**src/rtl/blake2_pkg.sv**
```systemverilog
// Shared constants, packer state encoding and beat masking helper for the
// BLAKE2b message packer.
package blake2_pkg;

  localparam int BLK_BYTES     = 128;
  localparam int BEAT_BYTES    = 8;
  localparam int BEATS_PER_BLK = 16;
  localparam int T_W           = 128;

  typedef enum logic [1:0] {
    ST_FILL,
    ST_HOLD,
    ST_SEND
  } pack_state_t;

  // Keep the low 'bytes' bytes of a beat and zero the rest.
  function automatic logic [8*BEAT_BYTES-1:0] mask_beat(
    input logic [8*BEAT_BYTES-1:0] data,
    input logic [3:0]              bytes
  );
    logic [8*BEAT_BYTES-1:0] keep;
    keep = '0;
    for (int i = 0; i < BEAT_BYTES; i++) begin
      if (4'(i) < bytes) keep[8*i +: 8] = 8'hff;
    end
    return data & keep;
  endfunction

endpackage

```
**src/rtl/blake2b_beat_skid.sv**
```systemverilog
// One-beat holding register: parks the beat that arrives while a full block
// waits to learn whether it is the final one.
module blake2b_beat_skid
  import blake2_pkg::*;
(
  input  logic                    clk,
  input  logic                    reset,
  input  logic                    load,
  input  logic                    take,
  input  logic [8*BEAT_BYTES-1:0] in_data,
  input  logic [3:0]              in_bytes,
  input  logic                    in_last,
  output logic                    full,
  output logic [8*BEAT_BYTES-1:0] data,
  output logic [3:0]              bytes,
  output logic                    last
);

  // NOTE: sequential state uses non-blocking assignments so every flop samples
  // pre-edge values regardless of statement order.
  always_ff @(posedge clk or posedge reset) begin
    if (reset) begin
      full  <= 1'b0;
      data  <= '0;
      bytes <= '0;
      last  <= 1'b0;
    end else if (load) begin
      full  <= 1'b1;
      data  <= in_data;
      bytes <= in_bytes;
      last  <= in_last;
    end else if (take) begin
      full  <= 1'b0;
    end
  end

endmodule

```
**src/rtl/blake2b_msg_packer.sv**
```systemverilog
// Packs 8-byte message beats into 128-byte BLAKE2b compression blocks with a
// running byte counter and final-block flag.
module blake2b_msg_packer
  import blake2_pkg::*;
(
  input  logic                    clk,
  input  logic                    reset,
  input  logic                    s_valid_i,
  output logic                    s_ready_o,
  input  logic [8*BEAT_BYTES-1:0] s_data_i,
  input  logic [3:0]              s_bytes_i,
  input  logic                    s_last_i,
  output logic                    blk_valid_o,
  input  logic                    blk_ready_i,
  output logic [8*BLK_BYTES-1:0]  blk_data_o,
  output logic [T_W-1:0]          blk_t_o,
  output logic                    blk_last_o
);

  pack_state_t             state_q, state_d;
  logic                    ready_en_q;
  logic [3:0]              idx_q;
  logic [8*BLK_BYTES-1:0]  data_q;
  logic [T_W-1:0]          t_q;
  logic                    last_q;

  logic                    accept, blk_fire, empty_last;
  logic [8*BEAT_BYTES-1:0] beat_masked;
  logic                    skid_load, skid_take, skid_full, skid_last;
  logic [8*BEAT_BYTES-1:0] skid_data;
  logic [3:0]              skid_bytes;

  assign s_ready_o   = ready_en_q && (state_q != ST_SEND);
  assign blk_valid_o = (state_q == ST_SEND);
  assign blk_data_o  = data_q;
  assign blk_t_o     = t_q;
  assign blk_last_o  = last_q;

  assign accept      = s_valid_i && s_ready_o;
  assign blk_fire    = blk_valid_o && blk_ready_i;
  assign empty_last  = s_last_i && (s_bytes_i == 4'd0);
  assign beat_masked = mask_beat(s_data_i, s_bytes_i);

  blake2b_beat_skid u_skid (
    .clk      (clk),
    .reset    (reset),
    .load     (skid_load),
    .take     (skid_take),
    .in_data  (beat_masked),
    .in_bytes (s_bytes_i),
    .in_last  (s_last_i),
    .full     (skid_full),
    .data     (skid_data),
    .bytes    (skid_bytes),
    .last     (skid_last)
  );

  // NOTE: every always_comb output gets a default first so no path infers a latch.
  always_comb begin
    state_d   = state_q;
    skid_load = 1'b0;
    skid_take = 1'b0;
    case (state_q)
      ST_FILL: begin
        if (accept) begin
          if (s_last_i)                              state_d = ST_SEND;
          else if (idx_q == 4'(BEATS_PER_BLK - 1))  state_d = ST_HOLD;
        end
      end
      ST_HOLD: begin
        if (accept) begin
          state_d   = ST_SEND;
          skid_load = !empty_last;
        end
      end
      ST_SEND: begin
        if (blk_fire) begin
          skid_take = skid_full;
          // A held final beat completes the next block immediately.
          state_d   = (skid_full && skid_last) ? ST_SEND : ST_FILL;
        end
      end
      default: state_d = ST_FILL;
    endcase
  end

  always_ff @(posedge clk or posedge reset) begin
    if (reset) begin
      state_q    <= ST_FILL;
      ready_en_q <= 1'b0;
    end else begin
      state_q    <= state_d;
      ready_en_q <= 1'b1;
    end
  end

  // NOTE: the block buffer is reset because its contents are visible on the
  // block port and must read as zero after reset.
  always_ff @(posedge clk or posedge reset) begin
    if (reset) begin
      idx_q  <= '0;
      data_q <= '0;
      t_q    <= '0;
      last_q <= 1'b0;
    end else begin
      case (state_q)
        ST_FILL: begin
          if (accept) begin
            data_q[{idx_q, 6'd0} +: 64] <= beat_masked;
            t_q    <= t_q + {124'd0, s_bytes_i};
            idx_q  <= idx_q + 4'd1;
            last_q <= s_last_i;
          end
        end
        ST_HOLD: begin
          // The buffered block stays untouched; only its final flag is decided.
          if (accept) last_q <= empty_last;
        end
        ST_SEND: begin
          if (blk_fire) begin
            if (skid_take) begin
              data_q <= {{(8*(BLK_BYTES-BEAT_BYTES)){1'b0}}, skid_data};
              idx_q  <= 4'd1;
            end else begin
              data_q <= '0;
              idx_q  <= 4'd0;
            end
            t_q    <= (last_q ? '0 : t_q) + (skid_take ? {124'd0, skid_bytes} : '0);
            last_q <= skid_take && skid_last;
          end
        end
        default: ;
      endcase
    end
  end

endmodule
```
**config.mk**
```make
export PLATFORM = sky130hd
export DESIGN_NAME = blake2b_msg_packer
export DESIGN_NICKNAME = d
export VERILOG_FILES = /design/src/rtl/blake2_pkg.sv /design/src/rtl/blake2b_beat_skid.sv /design/src/rtl/blake2b_msg_packer.sv
export SDC_FILE = /design/constraint.sdc
export NUM_CORES = 2
export LEC_CHECK = 0
export CELL_PAD_IN_SITES_DETAIL_PLACEMENT = 0
export CELL_PAD_IN_SITES_GLOBAL_PLACEMENT = 1
export CORE_AREA = 5 5 476 478
export CTS_CLUSTER_SIZE = 16
export DETAILED_ROUTE_END_ITERATION = 10
export DIE_AREA = 0 0 481 483
export PLACE_DENSITY = 0.61
export SLEW_MARGIN = 20
export SYNTH_ARGS = -nofsm -noshare
export SYNTH_HDL_FRONTEND = slang
export SYNTH_HIERARCHICAL = 1
export SYNTH_SLANG_ARGS = --single-unit
```
**constraint.sdc**
```tcl
create_clock -name clk -period 48.8 [get_ports clk]
set_input_delay 9.76 -clock clk [delete_from_list [all_inputs] [get_ports clk]]
set_output_delay 9.76 -clock clk [all_outputs]
set_load 0.005 [all_outputs]
```
# After elaboration in Yosys (flattened, before gate mapping)
# Index checks and enable logic that the tools add are counted.
dict set report totals {
  reg_bits 1230
  latchBits 0
  ram_bits 0
  rom_bits 0
  inputBits 73
  out_inout_bits 1155
  wordCells 87
  n_memories 0
}
dict set report op_classes {
  add_sub_neg 4
  mul 0
  div_mod_pow 0
  order_cmp 8
  n_eq_ne 8
  n_shift 2
  muxes 39
  bitwise_logic 1
  reduce_logical 15
}
# cell n
set op_table {}
lappend op_table {{$mux 1024} 2}
lappend op_table {{$pmux 1024 s2} 1}
lappend op_table {{$bwmux 1024} 1}
lappend op_table {{$shift 64x12->1024 const A} 1}
lappend op_table {{$shiftx 64x12->1024} 1}
lappend op_table {{$mux 128} 3}
lappend op_table {{$add 128x4->128} 2}
lappend op_table {{$pmux 128 s2} 1}
lappend op_table {{$and 64x64->64} 1}
lappend op_table {{$mux 64} 1}
lappend op_table {{$mux 8} 8}
lappend op_table {{$lt 3x4->1 const A} 4}
lappend op_table {{$mux 2} 6}
lappend op_table {{$mux 4} 3}
lappend op_table {{$neg 10->12} 1}
lappend op_table {{$mux 1} 10}
lappend op_table {{$lt 1x4->1 const A} 2}
lappend op_table {{$lt 2x4->1 const A} 2}
lappend op_table {{$pmux 4 s2} 1}
lappend op_table {{$reduce_and 4->1} 2}
lappend op_table {{$logic_and 1x1->1} 6}
lappend op_table {{$ne 2x2->1 const B} 3}
lappend op_table {{$pmux 2 s3} 1}
lappend op_table {{$add 4x1->4 const B} 1}
lappend op_table {{12 further kinds} 13}

# Longest topological paths before layout
dict set report depth {
  word_depth 8
  depth_mapped 17
  ltp_nobuf 13
}

# Cells and area by module
# Netlist, hierarchy kept.
# mod n_inst cells_per_inst area_per_inst_um2 seq_area_each_um2
set by_module_without_submodules {}
lappend by_module_without_submodules {blake2b_msg_packer 1 5501 51119.0 29027.8}
lappend by_module_without_submodules {blake2b_beat_skid 1 150 2954.1 1751.7}

# Worst setup path after synthesis
# OpenSTA, ideal clock, no wires.
dict set report synth_path {
  path_type {in2reg}
  start {input blk_ready_i}
  end {register t_q[124] (netlist: blk_t_o[124])}
  setup_time_ns 0.142
  arrival_time_ns 12.756
  required_time_ns 48.658
  slack_ns 35.902
  path_stages 13
  path_buffers 2
  path_cell_list {and3_1 clkbuf_1 clkbuf_1 and2_1 ha_1 fa_1 nand3_1 and2_1 or4_1 or4_4 nor3_2 mux2i_1 o221ai_1}
}
dict set report synth_between {
  elab_chain_cells 7
  word_cells_on_any_way 9
  classes_between {add/sub (1); eq/ne (1); mux (5); reduce/logical (2)}
}
# element line
set synth_rtl {}
lappend synth_rtl {{start, declared} blake2b_msg_packer.sv:14} ;# input logic blk_ready_i,
lappend synth_rtl {{$logic_and 1x1->1} blake2b_msg_packer.sv:40} ;# assign blk_fire = blk_valid_o && blk_ready_i;
lappend synth_rtl {{$mux 1} blake2b_msg_packer.sv:77} ;# if (blk_fire) begin
lappend synth_rtl {{$mux 1} blake2b_msg_packer.sv:63} ;# case (state_q)
lappend synth_rtl {{named net skid_take} blake2b_msg_packer.sv:29} ;# logic skid_load, skid_take, skid_full, skid_last;
lappend synth_rtl {{$mux 4} blake2b_msg_packer.sv:128} ;# t_q <= (last_q ? '0 : t_q) + (skid_take ? {124'd0, skid_bytes} : '0);
lappend synth_rtl {{$add 128x4->128} blake2b_msg_packer.sv:128}
lappend synth_rtl {{$mux 128} blake2b_msg_packer.sv:120} ;# if (blk_fire) begin
lappend synth_rtl {{$pmux 128 s2} blake2b_msg_packer.sv:106} ;# case (state_q)
lappend synth_rtl {{end signal, assigned} blake2b_msg_packer.sv:110} ;# t_q <= t_q + {124'd0, s_bytes_i};
lappend synth_rtl {{end signal, assigned} blake2b_msg_packer.sv:128}
lappend synth_rtl {{end, declared} blake2b_msg_packer.sv:24} ;# logic [T_W-1:0] t_q;
# The timed path passes the listed nets, and every way through them passes these cells. The select of a mux whose other input is x is not followed.
# A chain may end at the register's enable or synchronous reset.

# Worst setup path in the final report
dict set report layout_path {
  start {input blk_ready_i}
  end {register t_q[93] (netlist: blk_t_o[93])}
}
dict set report layout_between {
  elab_chain_cells 7
  word_cells_on_any_way 9
  classes_between {add/sub (1); eq/ne (1); mux (5); reduce/logical (2)}
}
# element line
set layout_rtl {}
lappend layout_rtl {{$logic_and 1x1->1 *} blake2b_msg_packer.sv:40}
lappend layout_rtl {{$mux 1} blake2b_msg_packer.sv:77}
lappend layout_rtl {{$mux 1} blake2b_msg_packer.sv:63}
lappend layout_rtl {{$mux 4} blake2b_msg_packer.sv:128}
lappend layout_rtl {{$add 128x4->128} blake2b_msg_packer.sv:128}
lappend layout_rtl {{$mux 128} blake2b_msg_packer.sv:120}
lappend layout_rtl {{$pmux 128 s2} blake2b_msg_packer.sv:106}
# Every way passes the cells marked *; elsewhere a longest branch is shown, timed or not. The select of a mux whose other input is x is not followed.

==> qor.csv <==
metric;value;unit
total CTS buffers;149;
CP top delay family;simple AND/OR/NAND/NOR gates;
Hold Crit Depth;2;
I/O pins;1228;
Core ar.;0.221;mm^2
internal reg-to-reg setup slack;43.89;ns
antenna viol nets, final;0;
Hold Path End;blk_data_o[590];
final setup vio count;0;
Tightest Pin Transition;1.18;ns
Min Clock Period, post-route;13.67;ns
maximum vdd drop;0.0385;mV
max incr delay on CP;0.85;ns
Worst Skew;0.0768;ns
CP startpoint kind;primary input;
asr flop ratio synth;1.00;
Worst Reg-to-Reg Cells;14;
Post-Layout Cell Count;9746;
Synth cell types;83;
layout cell share with drive strength beyond 1;0.0748;
CP endpoint kind;flop;
post-DP HPWL;218000;um
worst hold slack;0.476;ns
DRC violations left;0;
total gr overflow;0;
CP Data Required Time;49.42;ns
Total GRT Usage;0.255;
Root Driver;clkbuf_16;
RSZ-0062 raised after global routing;false;
commonest non-fill, non-tap cells in the layout;dfrtp_1 (1230), clkdlybuf4s50_1 (1227), o21ai_0 (1121);
antenna violations before repair;33;
hold path startpoint;blk_data_o[590];
Power Total;3600;uW
hold_buf cts;0;
r2r startpoint;state_q[0];
multi-input logic area;0.0212;mm^2
RR Endpoint;blk_t_o[93];
total wire length;307000;um
most common cell after layout, fill and taps aside;dfrtp_1;
buffers plus inverters on the worst setup path;3;
largest net degree at the start of global routing;176;
Post-Synthesis Net Count;5742;
Worst-path clk slew;0.06;ns
Starting Density;0.244;
Area Growth Syn to Fin;37.5;%
first-pass GRT wire length;423000;um
Fin Setup TNS;0;ns
PnR worst setup slack;35.13;ns
ys flop type;dfrtp_1;
synthesized instance count;5651;
critical path arrival;14.29;ns
Seq/Total Area, Yosys;0.569;
DRT iter0 DRCs;4620;
CP max FO;62;
P_leak;0.0306;uW
register area;0.0308;mm^2
Die Footprint;0.232;mm^2
Fmax achieved;0.0731;GHz
die width;481;um
postcts setup bufs;0;
maximum clock path buffer count;3;
CTS sink count;1230;
Final Slew Violations;0;
Die H;483;um
routed len/inst;31.5;um
CP max-delay cell;nor4_2;
Fillers;22694;
Port Buffer Count;1227;
Hold Vio Cnt, Final;0;
total of max-cap violations;0;
H-tree Lvls;4;
router iterations before antenna repair;6;
status;complete, no violations;
vias per cell;5.20;
cell depth of the worst setup path;13;
Cells after DPL;9456;
Syn Area/Cell;9.57;um^2
Mapped Area;0.0541;mm^2
share of the synthesized area in the top cell type;0.569;
Final period util;0.280;
final net count;6725;
Power Dens Cells;48.4;mW/mm^2
largest area contributor in the netlist;dfrtp_1;
synth warn;6;
detailed-route via count;50703;
dpl ws;34.36;ns
GP Congestion;0.921;
CP cell instances;clkdlybuf4s50_1 > and3_4 > buf_4 > and2_1 > ha_1 > o21ai_0 > o21bai_1 > buf_4 > nand4_1 > nor4_2 > mux2_2 > a22oi_1 > o21ai_0;
CTS resizes;0;
Clock Latency Late Sink;0.84;ns
CTS tree;done;
worst hold path class;reg2reg;
top cells by area, synth;dfrtp_1 (57%), o21ai_0 (10%), nand2_1 (6.3%);
critical path type;in2reg;
vias in the first global route;49791;
FP Rows;173;
Worst slew margin;0.215;
FF+latch count, synth;1230;
number of synthesized flops with an enable pin;0;
==> stage by stage <==
| step | cell area [um^2] | utilization |
|---|---|---|
| global placement | 69100 | 0.312 |
| finish | 74300 | 0.336 |
| detailed placement | 69100 | 0.312 |
| CTS | 74200 | 0.335 |
| floorplan | 54100 | - |
| global route | 74300 | 0.335 |
==> registers in the layout, summed over array words and instances (netlist names) <==
register	cells
u_skid/data	64
blk_last_o	1
u_skid/bytes	4
blk_data_o	1024
u_skid/full	1
ready_en_q	1
idx_q	4
state_q	2
blk_t_o	128
u_skid/last	1
==> how the worst max path moves through the flow <==
stage	from	to
floorplan	reset	blk_data_o[0]
global placement	blk_ready_i	blk_t_o[102]
detailed placement	blk_ready_i	blk_t_o[93]
CTS	blk_ready_i	blk_t_o[93]
global route	blk_ready_i	blk_t_o[93]
finish	blk_ready_i	blk_t_o[93]
==> routing by layer <==
metal / part of all wire / routed length, um / up-vias / GRT usage
li1: - / - / 22006 / -
met1: 0.41 / 125000 / 25924 / 0.323
met2: 0.44 / 135000 / 2317 / 0.387
met3: 0.091 / 27800 / 452 / 0.0796
met4: 0.061 / 18600 / 4 / 0.136
met5: 0.000088 / 27 / - / 0
==> kinds of logic after synthesis <==
logic type | after synthesis | share of synthesized area
muxes | 156 | 0.0356
AOI/OAI and AO/OA | 1541 | 0.161
buffers and inverters | 589 | 0.0444
adders and majority gates | 18 | 0.00444
other | 1 | 0.0000694
and+or+nand+nor | 2100 | 0.183
xor gates and xnor gates | 16 | 0.00259
DFF | 1230 | 0.569
==> cell type report <==
class	instances	share of cell area
Sequential cell	1230	0.414
Multi-Input combinational cell	3832	0.285
Timing Repair Buffer	1333	0.177
Clock buffer	205	0.0572
Tap cell	2975	0.0501
Clock inverter	59	0.0114
Inverter	88	0.00465
Antenna cell	24	0.000808
==> cell usage after synthesis (all sizes together), types with 65 or more instances <==
cell type / number
a21oi: 105
a32oi: 65
buf: 106
clkbuf: 395
dfrtp: 1230
inv: 88
mux2: 82
mux2i: 74
nand2: 912
nand3: 498
nand4: 130
nor2: 213
nor3: 97
nor4: 65
o21ai: 1123
==> where the power goes <==
| group | total (uW) | internal [uW] | leakage, uW | switching, uW |
|---|---|---|---|---|
| combinational | 1080 | 439 | 0.0112 | 645 |
| clock | 1160 | 661 | 0.00248 | 503 |
| sequential | 1350 | 1210 | 0.0169 | 148 |
| total | 3600 | 2310 | 0.0306 | 1300 |
==> tightest hold or removal path, cell delays in order (launching register included) <==
cell and delay (ns):
dfrtp_1 0.34, nand2_1 0.04, o21ai_0 0.06
No activity file was read; power rests on OpenSTA's default activity.
